`config.mk`:
```
export PLATFORM = sky130hd
export DESIGN_NAME = cci_mpf_prim_ram_multi_rd_flat
export DESIGN_NICKNAME = d
export VERILOG_FILES = /design/src/rtl/cci_mpf_prim_ram_multi_rd_if.sv /design/src/rtl/cci_mpf_prim_ram_multi_rd.sv /design/src/flat_wrapper.sv
export SDC_FILE = /design/constraint.sdc
export NUM_CORES = 2
export LEC_CHECK = 0
export BUFFER_PORTS_ARGS = -buffer_cell sky130_fd_sc_hd__clkbuf_2
export CAP_MARGIN = 20
export CORE_AREA = 2 2 579 408
export CTS_BUF_LIST = sky130_fd_sc_hd__clkbuf_2
export CTS_CLUSTER_DIAMETER = 120
export DETAILED_ROUTE_END_ITERATION = 8
export DIE_AREA = 0 0 581 410
export GPL_ROUTABILITY_DRIVEN = 0
export PLACE_DENSITY_LB_ADDON = 0.08
export RECOVER_POWER = 25
export SYNTH_ARGS = -nofsm -noshare
export SYNTH_HDL_FRONTEND = slang
export SYNTH_MEMORY_MAX_BITS = 65536
export SYNTH_SLANG_ARGS = --single-unit
```
`constraint.sdc`:
```
create_clock -name clk -period 2.2 [get_ports clk]
set_input_delay 0.55 -clock clk [delete_from_list [all_inputs] [get_ports clk]]
set_output_delay 0.55 -clock clk [all_outputs]
set_load 0.005 [all_outputs]
```
`src/rtl/cci_mpf_prim_ram_multi_rd_if.sv`:
```
// Bundles the write port, per-port read ports and ready flag of the multi-read-port RAM.
interface cci_mpf_prim_ram_multi_rd_if #(
  parameter int unsigned N_ENTRIES    = 32,
  parameter int unsigned N_DATA_BITS  = 64,
  parameter int unsigned N_READ_PORTS = 2
);
  localparam int unsigned AW = (N_ENTRIES > 1) ? $clog2(N_ENTRIES) : 1;
  localparam int unsigned NB = N_DATA_BITS / 8;

  logic                                      rdy;
  logic                                      wen;
  logic [AW-1:0]                             waddr;
  logic [N_DATA_BITS-1:0]                    wdata;
  logic [NB-1:0]                             wbyteen;
  logic [N_READ_PORTS-1:0]                   rd_en;
  logic [N_READ_PORTS-1:0][AW-1:0]           raddr;
  logic [N_READ_PORTS-1:0][N_DATA_BITS-1:0]  rdata;
  logic [N_READ_PORTS-1:0]                   rvalid;

  modport master (
    input  rdy, rdata, rvalid,
    output wen, waddr, wdata, wbyteen, rd_en, raddr
  );

  modport slave (
    output rdy, rdata, rvalid,
    input  wen, waddr, wdata, wbyteen, rd_en, raddr
  );
endinterface

```
`src/rtl/cci_mpf_prim_ram_multi_rd.sv`:
```
// Byte-enabled RAM with one write port, N replicated read banks, reset-time init and an
// optional read pipeline that merges in-flight writes byte by byte.
module cci_mpf_prim_ram_multi_rd #(
  parameter int unsigned             N_ENTRIES            = 32,
  parameter int unsigned             N_DATA_BITS          = 64,
  parameter int unsigned             N_READ_PORTS         = 2,
  parameter int unsigned             N_OUTPUT_REG_STAGES  = 0,
  parameter int unsigned             BYPASS_FULL_PIPELINE = 1,
  parameter logic [N_DATA_BITS-1:0]  INIT_VALUE           = '0
) (
  input logic                         clk,
  input logic                         reset,
  cci_mpf_prim_ram_multi_rd_if.slave  bus
);
  localparam int unsigned AW  = (N_ENTRIES > 1) ? $clog2(N_ENTRIES) : 1;
  localparam int unsigned NB  = N_DATA_BITS / 8;
  localparam int unsigned S   = N_OUTPUT_REG_STAGES;
  localparam bit          BYP = (BYPASS_FULL_PIPELINE != 0);

  if ((N_DATA_BITS % 8) != 0) begin : g_width_check
    $error("N_DATA_BITS must be a multiple of 8");
  end

  function automatic logic [N_DATA_BITS-1:0] f_merge(input logic [N_DATA_BITS-1:0] base,
                                                     input logic [NB-1:0]          be,
                                                     input logic [N_DATA_BITS-1:0] upd);
    logic [N_DATA_BITS-1:0] res;
    res = base;
    for (int b = 0; b < NB; b++) begin
      if (be[b]) res[8*b +: 8] = upd[8*b +: 8];
    end
    return res;
  endfunction

  typedef enum logic {StInit, StReady} state_e;

  state_e        r_state, w_state_next;
  logic [AW-1:0] r_init_addr, w_init_addr_next;

  always_comb begin
    w_state_next     = r_state;
    w_init_addr_next = r_init_addr;
    unique case (r_state)
      StInit: begin
        w_init_addr_next = r_init_addr + 1'b1;
        if (r_init_addr == AW'(N_ENTRIES - 1)) begin
          w_state_next     = StReady;
          w_init_addr_next = '0;
        end
      end
      StReady: begin
        w_state_next = StReady;
      end
    endcase
  end

  always_ff @(posedge clk) begin
    if (reset) begin
      r_state     <= StInit;
      r_init_addr <= '0;
    end else begin
      r_state     <= w_state_next;
      r_init_addr <= w_init_addr_next;
    end
  end

  logic                   w_ready, w_ext_wen, w_mem_we;
  logic [AW-1:0]          w_mem_addr;
  logic [N_DATA_BITS-1:0] w_mem_data;
  logic [NB-1:0]          w_mem_be;

  // Init owns the write port until ready; external writes are dropped meanwhile.
  assign w_ready    = (r_state == StReady);
  assign w_ext_wen  = w_ready & bus.wen;
  assign w_mem_we   = ~reset & (~w_ready | bus.wen);
  assign w_mem_addr = w_ready ? bus.waddr   : r_init_addr;
  assign w_mem_data = w_ready ? bus.wdata   : INIT_VALUE;
  assign w_mem_be   = w_ready ? bus.wbyteen : '1;
  assign bus.rdy    = w_ready;

  for (genvar p = 0; p < N_READ_PORTS; p++) begin : g_port
    logic [N_DATA_BITS-1:0] r_mem  [N_ENTRIES];
    logic                   r_vld  [S+1];
    logic [AW-1:0]          r_addr [S+1];
    logic [NB-1:0]          r_hit  [S+1];
    logic [N_DATA_BITS-1:0] r_byp  [S+1];
    logic [N_DATA_BITS-1:0] r_dat  [S+1];

    logic [AW-1:0]          w_cmp_addr [S+1];
    logic [NB-1:0]          w_prev_hit [S+1];
    logic [N_DATA_BITS-1:0] w_prev_byp [S+1];
    logic [NB-1:0]          w_hit      [S+1];
    logic [NB-1:0]          w_hit_next [S+1];
    logic [N_DATA_BITS-1:0] w_byp_next [S+1];

    always_ff @(posedge clk) begin
      if (w_mem_we) begin
        for (int b = 0; b < NB; b++) begin
          if (w_mem_be[b]) r_mem[w_mem_addr][8*b +: 8] <= w_mem_data[8*b +: 8];
        end
      end
    end

    // Stage j sees the write sampled while its read is entering it; later writes win.
    always_comb begin
      w_cmp_addr[0] = bus.raddr[p];
      w_prev_hit[0] = '0;
      w_prev_byp[0] = '0;
      for (int unsigned j = 1; j < S + 1; j++) begin
        w_cmp_addr[j] = r_addr[j-1];
        w_prev_hit[j] = r_hit[j-1];
        w_prev_byp[j] = r_byp[j-1];
      end
      for (int unsigned j = 0; j < S + 1; j++) begin
        w_hit[j]      = (BYP && w_ext_wen && (bus.waddr == w_cmp_addr[j])) ? bus.wbyteen : '0;
        w_hit_next[j] = w_prev_hit[j] | w_hit[j];
        w_byp_next[j] = f_merge(w_prev_byp[j], w_hit[j], bus.wdata);
      end
    end

    always_ff @(posedge clk) begin
      if (reset) begin
        for (int unsigned j = 0; j < S + 1; j++) r_vld[j] <= 1'b0;
      end else begin
        r_vld[0] <= w_ready & bus.rd_en[p];
        for (int unsigned j = 1; j < S + 1; j++) r_vld[j] <= r_vld[j-1];
      end
    end

    always_ff @(posedge clk) begin
      r_addr[0] <= bus.raddr[p];
      r_dat[0]  <= r_mem[bus.raddr[p]];
      for (int unsigned j = 1; j < S + 1; j++) begin
        r_addr[j] <= r_addr[j-1];
        r_dat[j]  <= r_dat[j-1];
      end
      for (int unsigned j = 0; j < S + 1; j++) begin
        r_hit[j] <= w_hit_next[j];
        r_byp[j] <= w_byp_next[j];
      end
    end

    assign bus.rvalid[p] = r_vld[S];
    assign bus.rdata[p]  = f_merge(r_dat[S], r_hit[S], r_byp[S]);
  end
endmodule

```
`src/flat_wrapper.sv`:
```
// flat-port wrapper written by rule: the top's interface ports become plain ports
module cci_mpf_prim_ram_multi_rd_flat 
#(
  parameter int unsigned             N_ENTRIES            = 32,
  parameter int unsigned             N_DATA_BITS          = 64,
  parameter int unsigned             N_READ_PORTS         = 2,
  parameter int unsigned             N_OUTPUT_REG_STAGES  = 0,
  parameter int unsigned             BYPASS_FULL_PIPELINE = 1,
  parameter logic [N_DATA_BITS-1:0]  INIT_VALUE           = '0
)
  (clk, reset, bus_rdy, bus_rdata, bus_rvalid, bus_wen, bus_waddr, bus_wdata, bus_wbyteen, bus_rd_en, bus_raddr);
  cci_mpf_prim_ram_multi_rd_if #(.N_ENTRIES(N_ENTRIES), .N_DATA_BITS(N_DATA_BITS), .N_READ_PORTS(N_READ_PORTS)) bus_i ();
  input logic clk;
  input logic reset;
  output wire logic [$bits(bus_i.rdy)-1:0] bus_rdy;
  output wire logic [$bits(bus_i.rdata)-1:0] bus_rdata;
  output wire logic [$bits(bus_i.rvalid)-1:0] bus_rvalid;
  input wire logic [$bits(bus_i.wen)-1:0] bus_wen;
  input wire logic [$bits(bus_i.waddr)-1:0] bus_waddr;
  input wire logic [$bits(bus_i.wdata)-1:0] bus_wdata;
  input wire logic [$bits(bus_i.wbyteen)-1:0] bus_wbyteen;
  input wire logic [$bits(bus_i.rd_en)-1:0] bus_rd_en;
  input wire logic [$bits(bus_i.raddr)-1:0] bus_raddr;
  assign bus_rdy = bus_i.rdy;
  assign bus_rdata = bus_i.rdata;
  assign bus_rvalid = bus_i.rvalid;
  assign bus_i.wen = bus_wen;
  assign bus_i.waddr = bus_waddr;
  assign bus_i.wdata = bus_wdata;
  assign bus_i.wbyteen = bus_wbyteen;
  assign bus_i.rd_en = bus_rd_en;
  assign bus_i.raddr = bus_raddr;
  cci_mpf_prim_ram_multi_rd #(.N_ENTRIES(N_ENTRIES), .N_DATA_BITS(N_DATA_BITS), .N_READ_PORTS(N_READ_PORTS), .N_OUTPUT_REG_STAGES(N_OUTPUT_REG_STAGES), .BYPASS_FULL_PIPELINE(BYPASS_FULL_PIPELINE), .INIT_VALUE(INIT_VALUE)) u_core (.clk(clk), .reset(reset), .bus(bus_i));
endmodule
```
# After elaboration in Yosys (flattened, before gate mapping)
# Memory sizes are Yosys's and may differ from the RTL's.
# Index checks and enable logic that the tools add are counted.
op_classes:
  add_sub_neg: 1
  n_eq_ne: 3
  mux: 71
  bitwise_logic: 7
  reduce_logical: 4
op_table:
  columns: ["op", "n"]
  rows:
  - ["$mux W8", 35]
  - ["$mux W64", 1]
  - ["$mux W1", 32]
  - ["$eq A5 B5 Y1", 2]
  - ["$mux W5", 2]
  - ["$add A5 B1 Y5 const B", 1]
  - ["$eq A5 B5 Y1 const B", 1]
  - ["$and A1 B1 Y1", 4]
  - ["$logic_and A1 B1 Y1", 2]
  - ["$not A1 Y1", 2]
  - ["$pmux W1 S2", 1]
  - ["$reduce_or A1 Y1", 2]
  - ["$or A1 B1 Y1", 1]
totals:
  register_bits: 6
  mem_bits_rw: 4370
  input_bits: 92
  word_cells: 98
  memories: 10
mem_list:
  columns: ["memory", "depth", "width", "rd", "rd_clocked_by_memory_dff", "write_ports", "line", "rtl"]
  rows:
  - ["u_core.g_port[0].r_mem", 32, 64, 1, 0, 1, "cci_mpf_prim_ram_multi_rd.sv:82", "logic [N_DATA_BITS-1:0] r_mem [N_ENTRIES];"]
  - ["u_core.g_port[1].r_mem", 32, 64, 1, 0, 1, "cci_mpf_prim_ram_multi_rd.sv:82", null]
  - ["u_core.g_port[0].r_byp", 1, 64, 1, 0, 1, "cci_mpf_prim_ram_multi_rd.sv:86", "logic [N_DATA_BITS-1:0] r_byp [S+1];"]
  - ["u_core.g_port[0].r_dat", 1, 64, 1, 0, 1, "cci_mpf_prim_ram_multi_rd.sv:87", "logic [N_DATA_BITS-1:0] r_dat [S+1];"]
  - ["u_core.g_port[1].r_byp", 1, 64, 1, 0, 1, "cci_mpf_prim_ram_multi_rd.sv:86", null]
  - ["u_core.g_port[1].r_dat", 1, 64, 1, 0, 1, "cci_mpf_prim_ram_multi_rd.sv:87", null]
  - ["+4 memories", null, null, null, null, null, null, null]

# Longest topological paths before layout
depth:
  word_depth: 5
  mapped_depth: 9
  depth_no_buf: 6

# Least setup slack after synthesis
# Ideal clock, no wire load.
synth_path:
  path_type: "in2reg"
  start: "input bus_waddr[2]"
  end: "memory u_core.g_port[0].r_mem[16][0], enable pin"
  setup_ns: 0.370
  arrival_time_ns: 1.855
  required_ns: 1.830
  setup_slack_ns: -0.026
  stages: 4
  path_buffers: 0
  cell_sequence: "or3b_2 > a21oi_1 > nand2_1 > nor2_1"
synth_via:
  elab_chain_len: 1
synth_lines:
  columns: ["item", "line", "rtl"]
  rows:
  - ["start, declared", "flat_wrapper.sv:19", "input wire logic [$bits(bus_i.waddr)-1:0] bus_waddr;"]
  - ["$mux W5", "cci_mpf_prim_ram_multi_rd.sv:76", "assign w_mem_addr = w_ready ? bus.waddr : r_init_addr;"]
  - ["end, declared", "cci_mpf_prim_ram_multi_rd.sv:82", null]
# No other way between the ends.

# Worst setup path after layout
layout_path:
  start: "memory u_core.g_port[0].r_hit[0][4] in the netlist's numbering"
  end: "output bus_rdata[36]"
layout_via:
  elab_chain_len: 2
layout_lines:
  columns: ["item", "line", "rtl"]
  rows:
  - ["start, declared", "cci_mpf_prim_ram_multi_rd.sv:85", "logic [NB-1:0] r_hit [S+1];"]
  - ["$mem_v2 Z1 W8", null, null]
  - ["$mux W8", "cci_mpf_prim_ram_multi_rd.sv:30", "if (be[b]) res[8*b +: 8] = upd[8*b +: 8];"]
  - ["end, declared", "flat_wrapper.sv:16", "output wire logic [$bits(bus_i.rdata)-1:0] bus_rdata;"]
# No other way between the ends.

==> impl_metrics.toml <==
[status]
status = "finished, violations left"
failed_checks = "setup timing"

[synthesis]
ys_types = 55
synthesis.instances = 6241
yosysSeqAreaShare_pct = 64.30
yosys_warnings = 0
synth-seq-cells = 2328
synth_enable_flop_cells = 2048
synth-async-reset-ratio_pct = 0
synthFlopType = "sky130_fd_sc_hd__edfxtp_1"
mapped_avg_cell_area_sq_um = 16.72
synth.net_count = 6335
netlist_area_sq_mm = 0.1044

[critical_path]
worstRegToRegCells = 7
timing.critical_path.to_type = "output port"
rr_endpoint = "u_core.g_port[0].r_mem[10][15]$_DFFE_PP_"
timing.critical_path.cells = "buf_12 > mux2_4 > clkbuf_2"
worst-path-buf-inv = 2
slowest_stage = "sky130_fd_sc_hd__mux2_4"
worst_path_largest_cell_delay_ns = 0.36
critPathTopFamily = "multiplexers"
crit-reg2reg-launch = "u_core.bus.rdy$_SDFF_PP0_"
cp.arrival_ns = 2.87
setup.worst_path.start = "u_core.g_port[0].r_hit[0][4]$_DFF_P_"
worstSetupStartpointType = "register"
r2r_slack_ns = -0.57
worstPathMaxFanout = 8
crit_type = "register to output port"
required_time_at_the_endpoint_of_the_critical_path_ns = 1.65

[detailed_routing]
drt_antenna_net_count = 0
drc_errors = 0
finalWirelength_um = 430400
drc_violation_total_after_the_first_tritonroute_iteration = 10430
drt-wirelength-per-cell_um = 36.99
vias_per_cell = 6.400
dr.pass1.iters = 6
vias = 74470

[sta]
report.final.setup_viol = 3784
timing.final.crit_share_pct = 155.4
maxClockFrequency_mhz = 292.5
final_hold_viol_count = 0
worstMarginPinSlew_ns = 1.193
relSlewSlack_pct = 20.49
rsz0062_at_grt = "yes"
fin_setup_tns_ns = -1081.32
worst_slack_ns = -1.219
post-route-min-period_ns = 3.419
worst_clock_skew_ns = 0.1333
timing_max_transition_violations_final = 0

[min_path]
holdPathEnd = "u_core.g_port[0].r_dat[0][63]$_DFF_P_"
min_path_type = "input port to register"
hold-path-cell-count = 6
worstHoldStart = "bus_raddr[1]"

[global_route]
initial_antenna_violation_count = 31
grt_total_ovfl = 0
grt_start_max_net_pins = 37
groute.usage.overall_pct = 35.55
first_global_vias = 72290
grt_pass1_wl_um = 583900

[power_and_ir_drop]
p_leak_nw = 50.18
power-per-cell-area_mw_per_mm2 = 680.0
ir_worst_vdd_mv = 0.4577
total_power_mw = 89.05

[floorplanning]
die-height_um = 410
start_util_pct = 44.67
fp.coreArea_sq_mm = 0.2336
die_width_um = 581
std_cell_rows = 149
design.die.area_sq_mm = 0.2382
design.portCount = 223

[clocking]
clk_pin_slew_worst_paths_ns = 0.10
cts_root_buffer = "sky130_fd_sc_hd__clkbuf_2"
numCtsBuffers = 585
cts_sinks = 2328
clk_buf_depth = 4
clock_insertion_delay_worst_skew_ns = 1.91
htreeDepth = 6
cts_tree = "done"

[flow_run]
max_cap_violations = 0

[placement]
numPortBuffers = 222
place.detailed.hpwl_um = 298200

[layout]
fin_nets = 8166
area_growth_synth_to_finish_pct = 25.49
post_route_cells_drive_above_1_share_pct = 39.32
final_core_density_pct = 56.06
==> routing by layer <==
layer / up-vias / track usage, % / share of wire, %
met4: 24 / 15.24 / 4.5
li1: 29700 / - / -
met1: 38320 / 49.67 / 40
met3: 915 / 13.07 / 14
met2: 5516 / 49.76 / 42
met5: - / 0 / 0.040
==> cell usage after synthesis (6+ instances only) <==
| cell type | number | area, sq um |
|---|---|---|
| sky130_fd_sc_hd__nor2_1 | 279 | 1047 |
| sky130_fd_sc_hd__mux4_2 | 572 | 12880 |
| sky130_fd_sc_hd__and3b_1 | 7 | 61.31 |
| sky130_fd_sc_hd__and3_1 | 134 | 838.3 |
| sky130_fd_sc_hd__a21oi_1 | 48 | 240.2 |
| sky130_fd_sc_hd__buf_2 | 184 | 920.9 |
| sky130_fd_sc_hd__buf_1 | 11 | 41.29 |
| sky130_fd_sc_hd__mux2_2 | 133 | 1498 |
| sky130_fd_sc_hd__nand3_1 | 227 | 1136 |
| sky130_fd_sc_hd__xnor2_1 | 8 | 70.07 |
| sky130_fd_sc_hd__nand4_1 | 112 | 700.7 |
| sky130_fd_sc_hd__a21o_1 | 8 | 60.06 |
| sky130_fd_sc_hd__nor3_1 | 6 | 30.03 |
| sky130_fd_sc_hd__clkbuf_1 | 172 | 645.6 |
| sky130_fd_sc_hd__mux2i_1 | 911 | 9119 |
| sky130_fd_sc_hd__and2_1 | 92 | 575.6 |
| sky130_fd_sc_hd__nor4b_1 | 11 | 96.34 |
| sky130_fd_sc_hd__buf_6 | 28 | 315.3 |
| sky130_fd_sc_hd__buf_4 | 89 | 668.1 |
| sky130_fd_sc_hd__a31oi_1 | 18 | 112.6 |
| sky130_fd_sc_hd__nor2b_1 | 23 | 143.9 |
| sky130_fd_sc_hd__a22o_1 | 16 | 140.1 |
| sky130_fd_sc_hd__dfxtp_1 | 280 | 5605 |
| sky130_fd_sc_hd__a22oi_1 | 622 | 4669 |
| sky130_fd_sc_hd__nand2_1 | 103 | 386.6 |
| sky130_fd_sc_hd__o22ai_1 | 34 | 212.7 |
| sky130_fd_sc_hd__edfxtp_1 | 2048 | 61500 |
==> tightest hold or removal path, delay by kind of cell <==
| kind | cells | cell delay [ns] |
|---|---|---|
| buffers and inverters | 3 | 0.91 |
| multiplexers | 1 | 0.25 |
| AO/OA/AOI/OAI | 1 | 0.06 |
| AND/OR/NAND/NOR | 1 | 0.08 |
==> layout by cell type, fill, tap and decap left out, drive strengths merged, types with 12 or more instances in the layout <==
cell type,n
nand3,227
bufinv,12
a31oi,18
a22o,16
dlygate4sd3,251
diode,18
buf,1240
nand2,103
a21oi,48
nor2,282
nor2b,23
dfxtp,280
a22oi,625
o22ai,35
clkbuf,1119
nand4,112
edfxtp,2048
clkinv,125
mux2i,911
mux2,133
and2,93
and3,134
mux4,575
inv,23
==> metrics by stage <==
step | cells | hold slack (ns) | worst slack (ns) | instance area, sq um
floorplan | 6241 | 0.4920 | -0.02554 | 104400
CTS | 11600 | 0.001865 | -1.390 | 130400
global route | 11620 | 0.06673 | -1.326 | 130900
finish | 11640 | 0.05757 | -1.219 | 131000
detailed placement | 10300 | 0.6325 | -0.8071 | 121400
global placement | 10300 | 0.6096 | -0.8336 | 121400
==> cell type report <==
cell class	instances	area, sq um
antenna	18	45.04
clock buffer	875	4379
clock inverter	162	996.0
fill	18730	102600
inverter	4	15.01
multi-input combinational	3417	35990
sequential	2328	67170
tap	3095	3872
timing repair buffer	1736	18490
==> flip-flops by register name, indices dropped and copies added, names as in the netlist <==
name	count
u_core.g_port.r_vld	2
u_core.bus.rdy	1
u_core.g_port.r_hit	16
u_core.r_init_addr	5
u_core.g_port.r_byp	128
u_core.g_port.r_mem	2048
u_core.g_port.r_dat	128
==> repair_timing <==
action                     in CTS  in global routing
hold endpoints to repair     4376                  2
buffers inserted                6                 15
pin swaps                       3                 15
hold buffers                  255                  2
setup endpoints to repair     976               2086
cloned                          0                  1
resized for setup             306                195
==> where the power goes <==
part,leakage (nW),total [mW],switching (mW),internal (mW)
combinational,24.0,9.97,5.38,4.59
sequential,22.0,48.3,0.468,47.9
clock,4.15,30.8,18.8,12.0
total,50.2,89.1,24.6,64.4
==> worst max path at each step <==
stage / end / slack [ns] / cells after the start
3_5_place_dp: u_core.g_port[0].r_dat[0][45]$_DFF_P_ / -0.81 / 8
5_1_grt: bus_rdata[36] / -1.33 / 3
2_1_floorplan: u_core.g_port[0].r_mem[16][0]$_DFFE_PP_ / -0.03 / 4
4_1_cts: bus_rdata[36] / -1.39 / 3
3_3_place_gp: u_core.g_port[0].r_dat[0][45]$_DFF_P_ / -0.83 / 8
6_report: bus_rdata[36] / -1.22 / 3
==> cells by family after synthesis <==
kind of cell    after synthesis  share of synthesized area [%]
buf+inv                     496                          2.602
xor+xnor                     10                        0.08393
simple gates               1025                          5.033
compound gates              761                          5.361
flops                      2328                          64.30
mux                        1619                          22.59
fa+ha+maj                     2                        0.02398
No activity file was read; power rests on OpenSTA's default activity.
